### src/rtl/reg_scoreboard.sv
// Issue-side register scoreboard: counts outstanding writes per register and
// stalls issue on RAW/WAW hazards, with a same-cycle writeback bypass.
module reg_scoreboard #(
    parameter int NUM_REGS = 32,
    parameter int ADDR_W   = 5,
    parameter int CNT_W    = 2,
    parameter int TOT_W    = 6
) (
    input  logic              clk_i,
    input  logic              rst_i,
    input  logic              issue_valid_i,
    output logic              issue_ready_o,
    input  logic [ADDR_W-1:0] issue_rs_i,
    input  logic              issue_use_rs_i,
    input  logic [ADDR_W-1:0] issue_rt_i,
    input  logic              issue_use_rt_i,
    input  logic [ADDR_W-1:0] issue_rd_i,
    input  logic              issue_wr_i,
    input  logic              wb_valid_i,
    input  logic [ADDR_W-1:0] wb_rd_i,
    input  logic              flush_i,
    output logic              rs_busy_o,
    output logic              rt_busy_o,
    output logic [TOT_W-1:0]  outstanding_o,
    output logic              err_o
);

    localparam logic [CNT_W-1:0] CNT_MAX = '1;
    localparam logic [TOT_W-1:0] TOT_MAX = '1;

    logic [CNT_W-1:0] pend_q [NUM_REGS];
    logic [CNT_W-1:0] pend_d [NUM_REGS];
    logic [CNT_W-1:0] eff    [NUM_REGS];
    logic [TOT_W-1:0] tot_q, tot_d;
    logic             err_q, err_d;

    logic             wbHit;
    logic             wbErr;
    logic             wrTracked;
    logic             rdFull;
    logic             totSat;
    logic [TOT_W-1:0] totEff;
    logic             ready;
    logic             incr;
    logic             sameReg;

    // A writeback retiring this cycle already counts as done for hazard checks.
    always_comb begin
        for (int r = 0; r < NUM_REGS; r++) begin
            eff[r] = pend_q[r];
            if (wb_valid_i && (wb_rd_i == ADDR_W'(r)) && (pend_q[r] != '0)) begin
                eff[r] = pend_q[r] - CNT_W'(1);
            end
        end
    end

    always_comb begin
        wbHit     = wb_valid_i && (wb_rd_i != '0) && (pend_q[wb_rd_i] != '0);
        wbErr     = wb_valid_i && (wb_rd_i != '0) && (pend_q[wb_rd_i] == '0);
        wrTracked = issue_wr_i && (issue_rd_i != '0);
        rs_busy_o = issue_use_rs_i && (eff[issue_rs_i] != '0);
        rt_busy_o = issue_use_rt_i && (eff[issue_rt_i] != '0);
        rdFull    = wrTracked && (eff[issue_rd_i] == CNT_MAX);
        totEff    = tot_q - TOT_W'(wbHit);
        totSat    = wrTracked && (totEff == TOT_MAX);
        ready     = !rst_i && !flush_i && !rs_busy_o && !rt_busy_o && !rdFull && !totSat;
        incr      = issue_valid_i && ready && wrTracked;
        sameReg   = incr && wbHit && (wb_rd_i == issue_rd_i);
    end

    assign issue_ready_o = ready;
    assign outstanding_o = tot_q;
    assign err_o         = err_q;

    // Flush wins over everything except reset; an issue and a writeback to
    // the same register cancel out.
    always_comb begin
        for (int r = 0; r < NUM_REGS; r++) begin
            pend_d[r] = pend_q[r];
        end
        tot_d = tot_q;
        err_d = err_q;
        if (flush_i) begin
            for (int r = 0; r < NUM_REGS; r++) begin
                pend_d[r] = '0;
            end
            tot_d = '0;
        end else begin
            if (incr && !sameReg) begin
                pend_d[issue_rd_i] = pend_q[issue_rd_i] + CNT_W'(1);
            end
            if (wbHit && !sameReg) begin
                pend_d[wb_rd_i] = pend_q[wb_rd_i] - CNT_W'(1);
            end
            tot_d = tot_q + TOT_W'(incr) - TOT_W'(wbHit);
            if (wbErr) begin
                err_d = 1'b1;
            end
        end
        pend_d[0] = '0;
    end

    always_ff @(posedge clk_i or posedge rst_i) begin
        if (rst_i) begin
            for (int r = 0; r < NUM_REGS; r++) begin
                pend_q[r] <= '0;
            end
            tot_q <= '0;
            err_q <= 1'b0;
        end else begin
            for (int r = 0; r < NUM_REGS; r++) begin
                pend_q[r] <= pend_d[r];
            end
            tot_q <= tot_d;
            err_q <= err_d;
        end
    end

endmodule

### config.mk
export PLATFORM = sky130hd
export DESIGN_NAME = reg_scoreboard
export DESIGN_NICKNAME = d
export VERILOG_FILES = /design/src/rtl/reg_scoreboard.sv
export SDC_FILE = /design/constraint.sdc
export NUM_CORES = 1
export LEC_CHECK = 0
export BUFFER_PORTS_ARGS = -buffer_cell sky130_fd_sc_hd__buf_2
export CORE_MARGIN = 1
export CORE_UTILIZATION = 45
export DETAILED_ROUTE_END_ITERATION = 12
export SKIP_CTS_REPAIR_TIMING = 1
export SLEW_MARGIN = 20
export SYNTH_ARGS = -nofsm -noshare
export SYNTH_HDL_FRONTEND = slang
export SYNTH_SLANG_ARGS = --single-unit
### constraint.sdc
create_clock -name clk_i -period 6.2 [get_ports clk_i]
set_input_delay 1.24 -clock clk_i [delete_from_list [all_inputs] [get_ports clk_i]]
set_output_delay 1.24 -clock clk_i [all_outputs]
set_load 0.005 [all_outputs]
# [Word-level counts from Yosys, hierarchy flattened]
# Index checks and enable logic that the tools add are counted.
[classes] n_bitwise=5 mul=0 n_shift=0 eq_ne=34 div_mod_pow=0 n_reduce_logical=128 addsub=36 mux=57 magnitude_cmp=6
[op_table] cell="$bwmux W64" n=2
[op_table] cell="$mux W64" n=2
[op_table] cell="$mux W62" n=2
[op_table] cell="$mux W2" n=43
[op_table] cell="$logic_and A1 B1 Y1" n=83
[op_table] cell="$eq A5 B5 Y1 const B" n=16
[op_table] cell="$reduce_bool A2 Y1" n=34
[op_table] cell="$sub A2 B1 Y2 const B" n=32
[op_table] cell="$bmux W2 S5" n=5
[op_table] cell="$eq A5 B4 Y1 const B" n=8
[op_table] cell="$ge A6 B6 Y1 const B" n=4
[op_table] cell="$not A5 Y6" n=4
[op_table] cell="$demux W2 S5" n=2
[op_table] cell="$eq A5 B3 Y1 const B" n=4
[op_table] cell="$lt A6 B1 Y1 const B" n=2
[op_table] cell="$sub A6 B1 Y6" n=2
[op_table] cell="$eq A5 B2 Y1 const B" n=2
[op_table] cell="$reduce_bool A5 Y1" n=2
[op_table] cell="$logic_not A1 Y1" n=7
[op_table] cell="$add A6 B1 Y6" n=1
[op_table] cell="$eq A6 B6 Y1 const B" n=1
[op_table] cell="$mux W6" n=1
[op_table] cell="$eq A5 B1 Y1 const B" n=1
[op_table] cell="$eq A5 B5 Y1" n=1
[op_table] cell="5 further kinds" n=5
[totals] elab_cells=299 in_bits=28 mem_bits_ro=0 register_bits=69 output_inout_bits=10 latch_bits=0 n_memories=0 ram_bits=0

# [Depth between registers and ports, before layout]
# Gate-level depths: netlist (run 1).
[depth] word_depth=25 depth_mapped=31 ltp_nobuf=26

# [Worst setup path before layout (run 1)]
# No wires, ideal clock.
[synth_path] path_type="input to register" startpoint="input wb_rd_i[0]" endpoint="register pend_q[17] in the netlist's numbering" cell_stages=25 t_required_ps=6113 t_arrival_ps=6758 slack_ps=-644 path_buffers=4 setup_ps=87 path_cell_list="clkbuf_1 -> buf_2 -> clkbuf_1 -> clkbuf_1 -> mux4_2 -> a221oi_1 -> and3_1 -> ha_1 -> nor2_1 -> ha_1 -> ha_1 -> o31ai_1 -> a31oi_1 -> a311oi_1 -> o21ai_1 -> nand3_1 -> nor2_1 -> ha_1 -> nand3_1 -> nor2b_1 -> nand2_1 -> nor4b_4 -> nand3_1 -> or3b_1 -> o211ai_1"
[synth_lines] element="from (decl)" line_no="20" text="input logic [ADDR_W-1:0] wb_rd_i,"
[synth_lines] element="to (signal, indexed assignment)" line_no="112" text="pend_q[r] <= pend_d[r];"
[synth_lines] element="to (decl)" line_no="31" text="logic [CNT_W-1:0] pend_q [NUM_REGS];"

# [Worst setup path in the final report (run 1)]
[layout_path] startpoint="input wb_rd_i[2]" endpoint="output issue_ready_o"
[layout_between] elab_chain_len=14 elab_cells_between_ends=158 classes_between="add/sub (1); eq/ne (33); mux (43); bitwise (1); reduce/logical (80)"
[layout_lines] element="parallel branches: the longest is 13 deep, another holds $sub A6 B1 Y6"
[layout_lines] element="$logic_and A1 B1 Y1 *" line_no="66" text="ready = !rst_i && !flush_i && !rs_busy_o && !rt_busy_o && !rdFull && !totSat;"
[layout_lines] element="to (decl)" line_no="12" text="output logic issue_ready_o,"
# Mark *: on every way between the ends. The select of a mux whose other input is x is not followed.

==> flow_metrics.env, run 1 <==
export IMPL_status="completed"
export IMPL_drc=0
export IMPL_finalHoldViolations=0
export IMPL_totalWireLength_um=38800
export IMPL_synth_cells=1178
export IMPL_p_sw_frac=0.327
export IMPL_grt_max_degree=70
export IMPL_path_cells="buf_2 -> or3b_1 -> or3_1 -> xnor2_1 -> mux4_2 -> nor4b_2 -> o22ai_1 -> a211oi_2 -> nand3_1 -> nor3_1 -> buf_2"
export IMPL_power_density_mw_per_mm2=132
export IMPL_vias=10400
export IMPL_drive_above_1_share=0.167
export IMPL_antenna_found_initial=0
export IMPL_netlist_area_mm2=0.00928
export IMPL_final_area_mm2=0.0104
export IMPL_row_count=52
export IMPL_die_h_um=146
export IMPL_slew_headroom=0.301
export IMPL_mappedNetlistNets=1253
export IMPL_ys_warn_count=0
export IMPL_p_int_uw=918
export IMPL_combPwrFrac=0.244
export IMPL_cp_required_ns=4.96
export IMPL_cpMaxStageDelayCell="or3b_1"
export IMPL_cts_tree="yes"
export IMPL_tightest_slew_ns=1.05
export IMPL_instances_no_fill=1485
export IMPL_crit_type="in2out"
export IMPL_worst_ep_arrival_time_ns=4.87
export IMPL_clock_path_buffers=2
export IMPL_nNetsFinal=1286
export IMPL_ys_ff_latch=69
export IMPL_max_freq_ghz=0.164
export IMPL_max_stage_delay_ns=0.60
export IMPL_clock_latency_ns=0.34
export IMPL_cts_root_buf="clkbuf_16"
export IMPL_drt_iter0_drc=1487
export IMPL_grt_pass1_vias=9624
export IMPL_p_switching_uw=446
export IMPL_cpMostUsedCell="buf_2"
export IMPL_cp_top_family="simple AND/OR/NAND/NOR gates"
export IMPL_crit_fanout=17
export IMPL_crit_path_start_kind="primary input"
export IMPL_syn_avg_cell_area_um2=7.87
export IMPL_core_area_mm2=0.0202
export IMPL_timing_final_crit_share=0.985
export IMPL_grt_pass1_wl_um=58900
export IMPL_sequentialPowerShare=0.344
export IMPL_cts_sinks=69
export IMPL_power_total_uw=1360
export IMPL_crit_path_end_kind="output port"
export IMPL_final_cell_mix="nand2_1 (112), nor2_1 (111), inv_1 (80)"
export IMPL_gp_congestion=0.983
export IMPL_setup_violations=0
export IMPL_die_x_um=146
export IMPL_ir_worst_vdd_v=0.000142
export IMPL_final_max_slew_viol_count=0
export IMPL_gr_total_overflow=0
export IMPL_yosysTopAreaCell="dfrtp_1"
export IMPL_power_share_clock=0.412
export IMPL_layout_min_cycle_time_ns=6.11
export IMPL_avgRoutedWirePerCell_um=26.1
export IMPL_start_util=0.458
export IMPL_firstDrtPassIters=7
export IMPL_areaGrowthSynthToFinish_pct=11.6
export IMPL_top_level_ports=38
export IMPL_ys_async_sr_fraction=1.00
export IMPL_dieArea_mm2=0.0212
export IMPL_clkTransAtPathRegs_ns=0.06
export IMPL_cp_buffers_inverters=2
export IMPL_synth_cell_types=86
export IMPL_synth_edf_count=0
export IMPL_p_leak_uw=0.00378
export IMPL_mostFrequentLayoutCell="nand2_1"
export IMPL_cts_made_buffers=9
export IMPL_place_area_mm2=0.0100
export IMPL_io_buffers=37
export IMPL_htreeDepth=3
export IMPL_seq_area_frac_synth=0.186
export IMPL_track_usage=0.365
export IMPL_hold_class="reg2reg"
export IMPL_max_cap_violations=0
export IMPL_finClkSkew_ns=0.0101
export IMPL_yosys_top_cells_area="dfrtp_1 (19%), mux4_2 (9.0%), ha_1 (6.2%)"
export IMPL_antenna_left=0
export IMPL_ys_flop_type="dfrtp_1"
export IMPL_dp_hpwl_um=29400
export IMPL_diodes=0
export IMPL_dp_cells=1470
export IMPL_avgViaCountPerCell=7.03
export IMPL_rsz0062_at_grt="no"
export IMPL_yosysTopAreaCellShare=0.186
## final cells by class
class | count | area, um2
Clock buffer | 9 | 225
Clock inverter | 6 | 88.8
Fill cell | 1965 | 9880
Inverter | 84 | 315
Multi-Input combinational cell | 931 | 6870
Sequential cell | 69 | 1730
Tap cell | 270 | 338
Timing Repair Buffer | 116 | 793
## Yosys cell counts (12+ instances only)
master	number
nand4_1	20
o311ai_0	34
mux2i_1	24
mux4_2	37
nand2_1	112
o31ai_1	12
or4_1	12
o211ai_1	64
a21oi_1	32
nand3_1	35
clkbuf_1	67
ha_1	46
dfrtp_1	69
a22oi_1	13
o311a_1	12
a31oi_1	18
xnor2_1	29
nor3_1	32
buf_2	21
or3_1	24
nor2_1	113
nor4_1	17
inv_1	81
o21ai_0	52
## through the flow
step | hold WS [ns] | TNS, ns | worst slack (ns) | util
CTS | 0.509 | 0 | 0.114 | 0.511
finish | 0.505 | 0 | 0.0910 | 0.512
detailed placement | 0.484 | -0.576 | -0.212 | 0.495
global placement | 0.472 | -0.141 | -0.141 | 0.495
global route | 0.542 | 0 | 0.0260 | 0.512
floorplan | 0.468 | 0 | 0.0195 | -
## worst reg2reg max path, stage by stage (launching register included)
cell and delay (ns):
dfrtp_1 0.58, inv_1 0.16, ha_1 0.24, or4b_1 0.56, or2_1 0.29, a311o_1 0.37
a21oi_1 0.19, o41ai_1 0.10, o221a_2 0.30, a211oi_2 0.42, nand3_1 0.21, nor2_1 0.13
ha_1 0.17, nand3_1 0.08, buf_4 0.17, nand2_1 0.13, or3_1 0.39, nor2_1 0.12
or4_1 0.44, o211ai_1 0.22
## flip-flops by register name, summed over array words and instances (netlist names)
name,flops
pend_q,62
err_o,1
outstanding_o,6
## cell families after synthesis
group,synth area share
xor gates and xnor gates,0.0349
buffers and inverters,0.0758
adders and majority gates,0.0642
DFF,0.186
AOI/OAI and AO/OA,0.262
muxes,0.121
and+or+nand+nor,0.257
## power by group through the flow
stage / Combinational (uW) / Clock [uW] / Sequential, uW
finish: 333 / 562 / 469
global route: 351 / 585 / 470
CTS: 324 / 565 / 469
detailed placement: 323 / 0 / 477
global placement: 322 / 0 / 477
floorplan: 202 / 0 / 473
## worst paths after layout
| path | startpoint | endpoint | slack [ns] | depth (start not counted) |
|---|---|---|---|---|
| worst min register to register | err_o | err_o | 0.50 | 1 |
| worst max-delay path | wb_rd_i[2] | issue_ready_o | 0.09 | 11 |
| min in group asynchronous | rst_i | outstanding_o[1] | 1.24 | 3 |
| max in group asynchronous | rst_i | pend_q[29] | 4.35 | 3 |
| worst max register to register | pend_q[22] | pend_q[39] | 0.82 | 19 |
| worst min-delay path | err_o | err_o | 0.50 | 1 |
## layer usage
metal,vias up,global-route usage,routed length (um)
met5,-,0,0
met4,0,0.158,1600
met3,122,0.0897,5090
met2,758,0.550,16600
met1,4962,0.497,15500
li1,4591,-,-
Power figures use the tool's default switching activity.
==> run 2: changes to the inputs <==
--- a/config.mk
+++ b/config.mk
@@ -9,6 +9,7 @@
 export CORE_MARGIN = 1
 export CORE_UTILIZATION = 45
 export DETAILED_ROUTE_END_ITERATION = 12
+export PLACE_DENSITY = 0.63
 export SKIP_CTS_REPAIR_TIMING = 1
 export SLEW_MARGIN = 20
 export SYNTH_ARGS = -nofsm -noshare
==> run 2 against run 1 <==
Net effect:
- cell count barely moved
- flip-flop and latch count did not move
- via count rose by 0.50%
- clock power barely moved
- die area did not move
- largest power group unchanged
==> flow_metrics.env, run 2 (synthesized netlist as in run 1, its figures left out) <==
export IMPL_status="completed"
export IMPL_grt_pass1_wl_um=59300
export IMPL_die_x_um=146
export IMPL_use_met2=0.558
export IMPL_largest_register_ff_count=62
export IMPL_vias=10500
export IMPL_finClkSkew_ns=0.00675
export IMPL_max_stage_delay_ns=0.60
export IMPL_layout_min_cycle_time_ns=6.07
export IMPL_multi_input_area_mm2=0.00686
export IMPL_row_count=52
export IMPL_place_area_mm2=0.0100
export IMPL_finalHoldViolations=0
export IMPL_clock_path_buffers=2
export IMPL_totalWireLength_um=39500
export IMPL_core_area_mm2=0.0202
export IMPL_power_density_mw_per_mm2=132
export IMPL_max_freq_ghz=0.165
export IMPL_ir_worst_vdd_v=0.000112
export IMPL_gr_total_overflow=0
export IMPL_antenna_found_initial=0
export IMPL_hold_class="reg2reg"
export IMPL_p_switching_uw=448
export IMPL_grt_pass1_vias=9628
export IMPL_htreeDepth=3
export IMPL_max_cap_violations=0
export IMPL_cpMaxStageDelayCell="or3b_1"
export IMPL_final_cell_mix="nor2_1 (112), nand2_1 (112), inv_1 (80)"
export IMPL_firstDrtPassIters=5
export IMPL_drive_above_1_share=0.166
export IMPL_track_usage=0.370
export IMPL_grt_max_degree=70
export IMPL_crit_fanout=17
export IMPL_die_h_um=146
export IMPL_p_sw_frac=0.328
export IMPL_final_max_slew_viol_count=0
export IMPL_final_area_mm2=0.0103
export IMPL_crit_path_start_kind="primary input"
export IMPL_tightest_slew_ns=0.979
export IMPL_final_fill_count=2001
export IMPL_gp_congestion=1.01
export IMPL_cts_tree="yes"
export IMPL_cts_root_buf="clkbuf_16"
export IMPL_cp_required_ns=4.96
export IMPL_busiest_layer="met2"
export IMPL_slew_headroom=0.347
export IMPL_rsz0062_at_grt="no"
export IMPL_crit_type="in2out"
export IMPL_drc=0
export IMPL_met1_usage=0.519
export IMPL_clkTransAtPathRegs_ns=0.06
export IMPL_power_share_clock=0.412
export IMPL_antenna_left=0
export IMPL_diodes=0
export IMPL_drt_iter0_drc=1355
export IMPL_dieArea_mm2=0.0212
export IMPL_sequentialPowerShare=0.343
export IMPL_path_cells="buf_2 -> or3b_1 -> or3_1 -> xnor2_1 -> mux4_2 -> nor4b_2 -> o22ai_1 -> a211oi_2 -> nand3_1 -> buf_4 -> nor3_1 -> buf_2"
export IMPL_clock_latency_ns=0.34
export IMPL_avgViaCountPerCell=7.07
export IMPL_cpMostUsedCell="buf_2"
export IMPL_p_int_uw=919
export IMPL_combPwrFrac=0.245
export IMPL_p_leak_uw=0.00377
export IMPL_areaGrowthSynthToFinish_pct=11.5
export IMPL_timing_final_crit_share=0.979
export IMPL_avgRoutedWirePerCell_um=26.6
export IMPL_final_core_util=0.511
export IMPL_grtUsageMet3=0.0571
export IMPL_cts_sinks=69
export IMPL_io_buffers=37
export IMPL_nNetsFinal=1284
export IMPL_regArea_mm2=0.00173
export IMPL_start_util=0.458
export IMPL_crit_path_end_kind="output port"
export IMPL_setup_violations=0
export IMPL_cts_made_buffers=9
export IMPL_worst_ep_arrival_time_ns=4.83
export IMPL_top_level_ports=38
export IMPL_dp_hpwl_um=29600
export IMPL_top_register="pend_q"
==> run 2: changes by cell type in the layout (fill, tap and decap cells not counted), sizes merged <==
cell,before,now
buf,115,114
clkinv,4,3
clkinvlp,2,3
==> run 2: path summary, 6_finish.rpt <==
check / from / cells past startpoint / endpoint / slack [ns]
max: wb_rd_i[2] / 12 / issue_ready_o / 0.13
min: err_o / 1 / err_o / 0.49
max reg2reg: pend_q[22] / 19 / pend_q[54] / 0.86
min reg2reg: err_o / 1 / err_o / 0.49
max in group asynchronous: rst_i / 3 / pend_q[10] / 4.32
min in group asynchronous: rst_i / 3 / pend_q[58] / 1.25
==> run 2: worst max-delay path, delay by kind of cell <==
kind                      cells  cell delay, ns
muxes                         1            0.27
xor gates and xnor gates      1            0.24
buffers and inverters         3            0.64
and+or+nand+nor               5            1.64
AOI/OAI and AO/OA             2            0.77
==> run 2: final cells by class <==
type | instances | share of cell area
clock buffer | 10 | 0.0221
timing repair buffer | 114 | 0.0759
tap | 270 | 0.0327
inverter | 84 | 0.0305
sequential | 69 | 0.167
clock inverter | 6 | 0.00847
multi-input combinational | 931 | 0.663
==> run 2: per-stage QoR <==
step,hold slack (ns),setup TNS (ns),total power [uW],worst slack [ns],std cells
2_1_floorplan,0.468,0,674,0.0195,1178
3_3_place_gp,0.484,0,801,0.0474,1468
3_5_place_dp,0.475,-0.256,801,-0.0556,1468
4_1_cts,0.504,0,1360,0.215,1484
5_1_grt,0.520,0,1420,0.0108,1484
6_report,0.492,0,1370,0.129,1484
==> run 2: routing by layer <==
metal / up-vias / routed length (um)
met5: - / 0
met4: 0 / 1880
met3: 145 / 4660
met2: 763 / 17000
met1: 4996 / 15900
li1: 4581 / -
==> run 2: power by group through the flow <==
stage	Sequential (uW)	Combinational, uW	Clock (uW)
floorplan	473	202	0
global placement	477	325	0
detailed placement	477	324	0
CTS	469	325	564
global route	470	355	591
finish	469	335	563
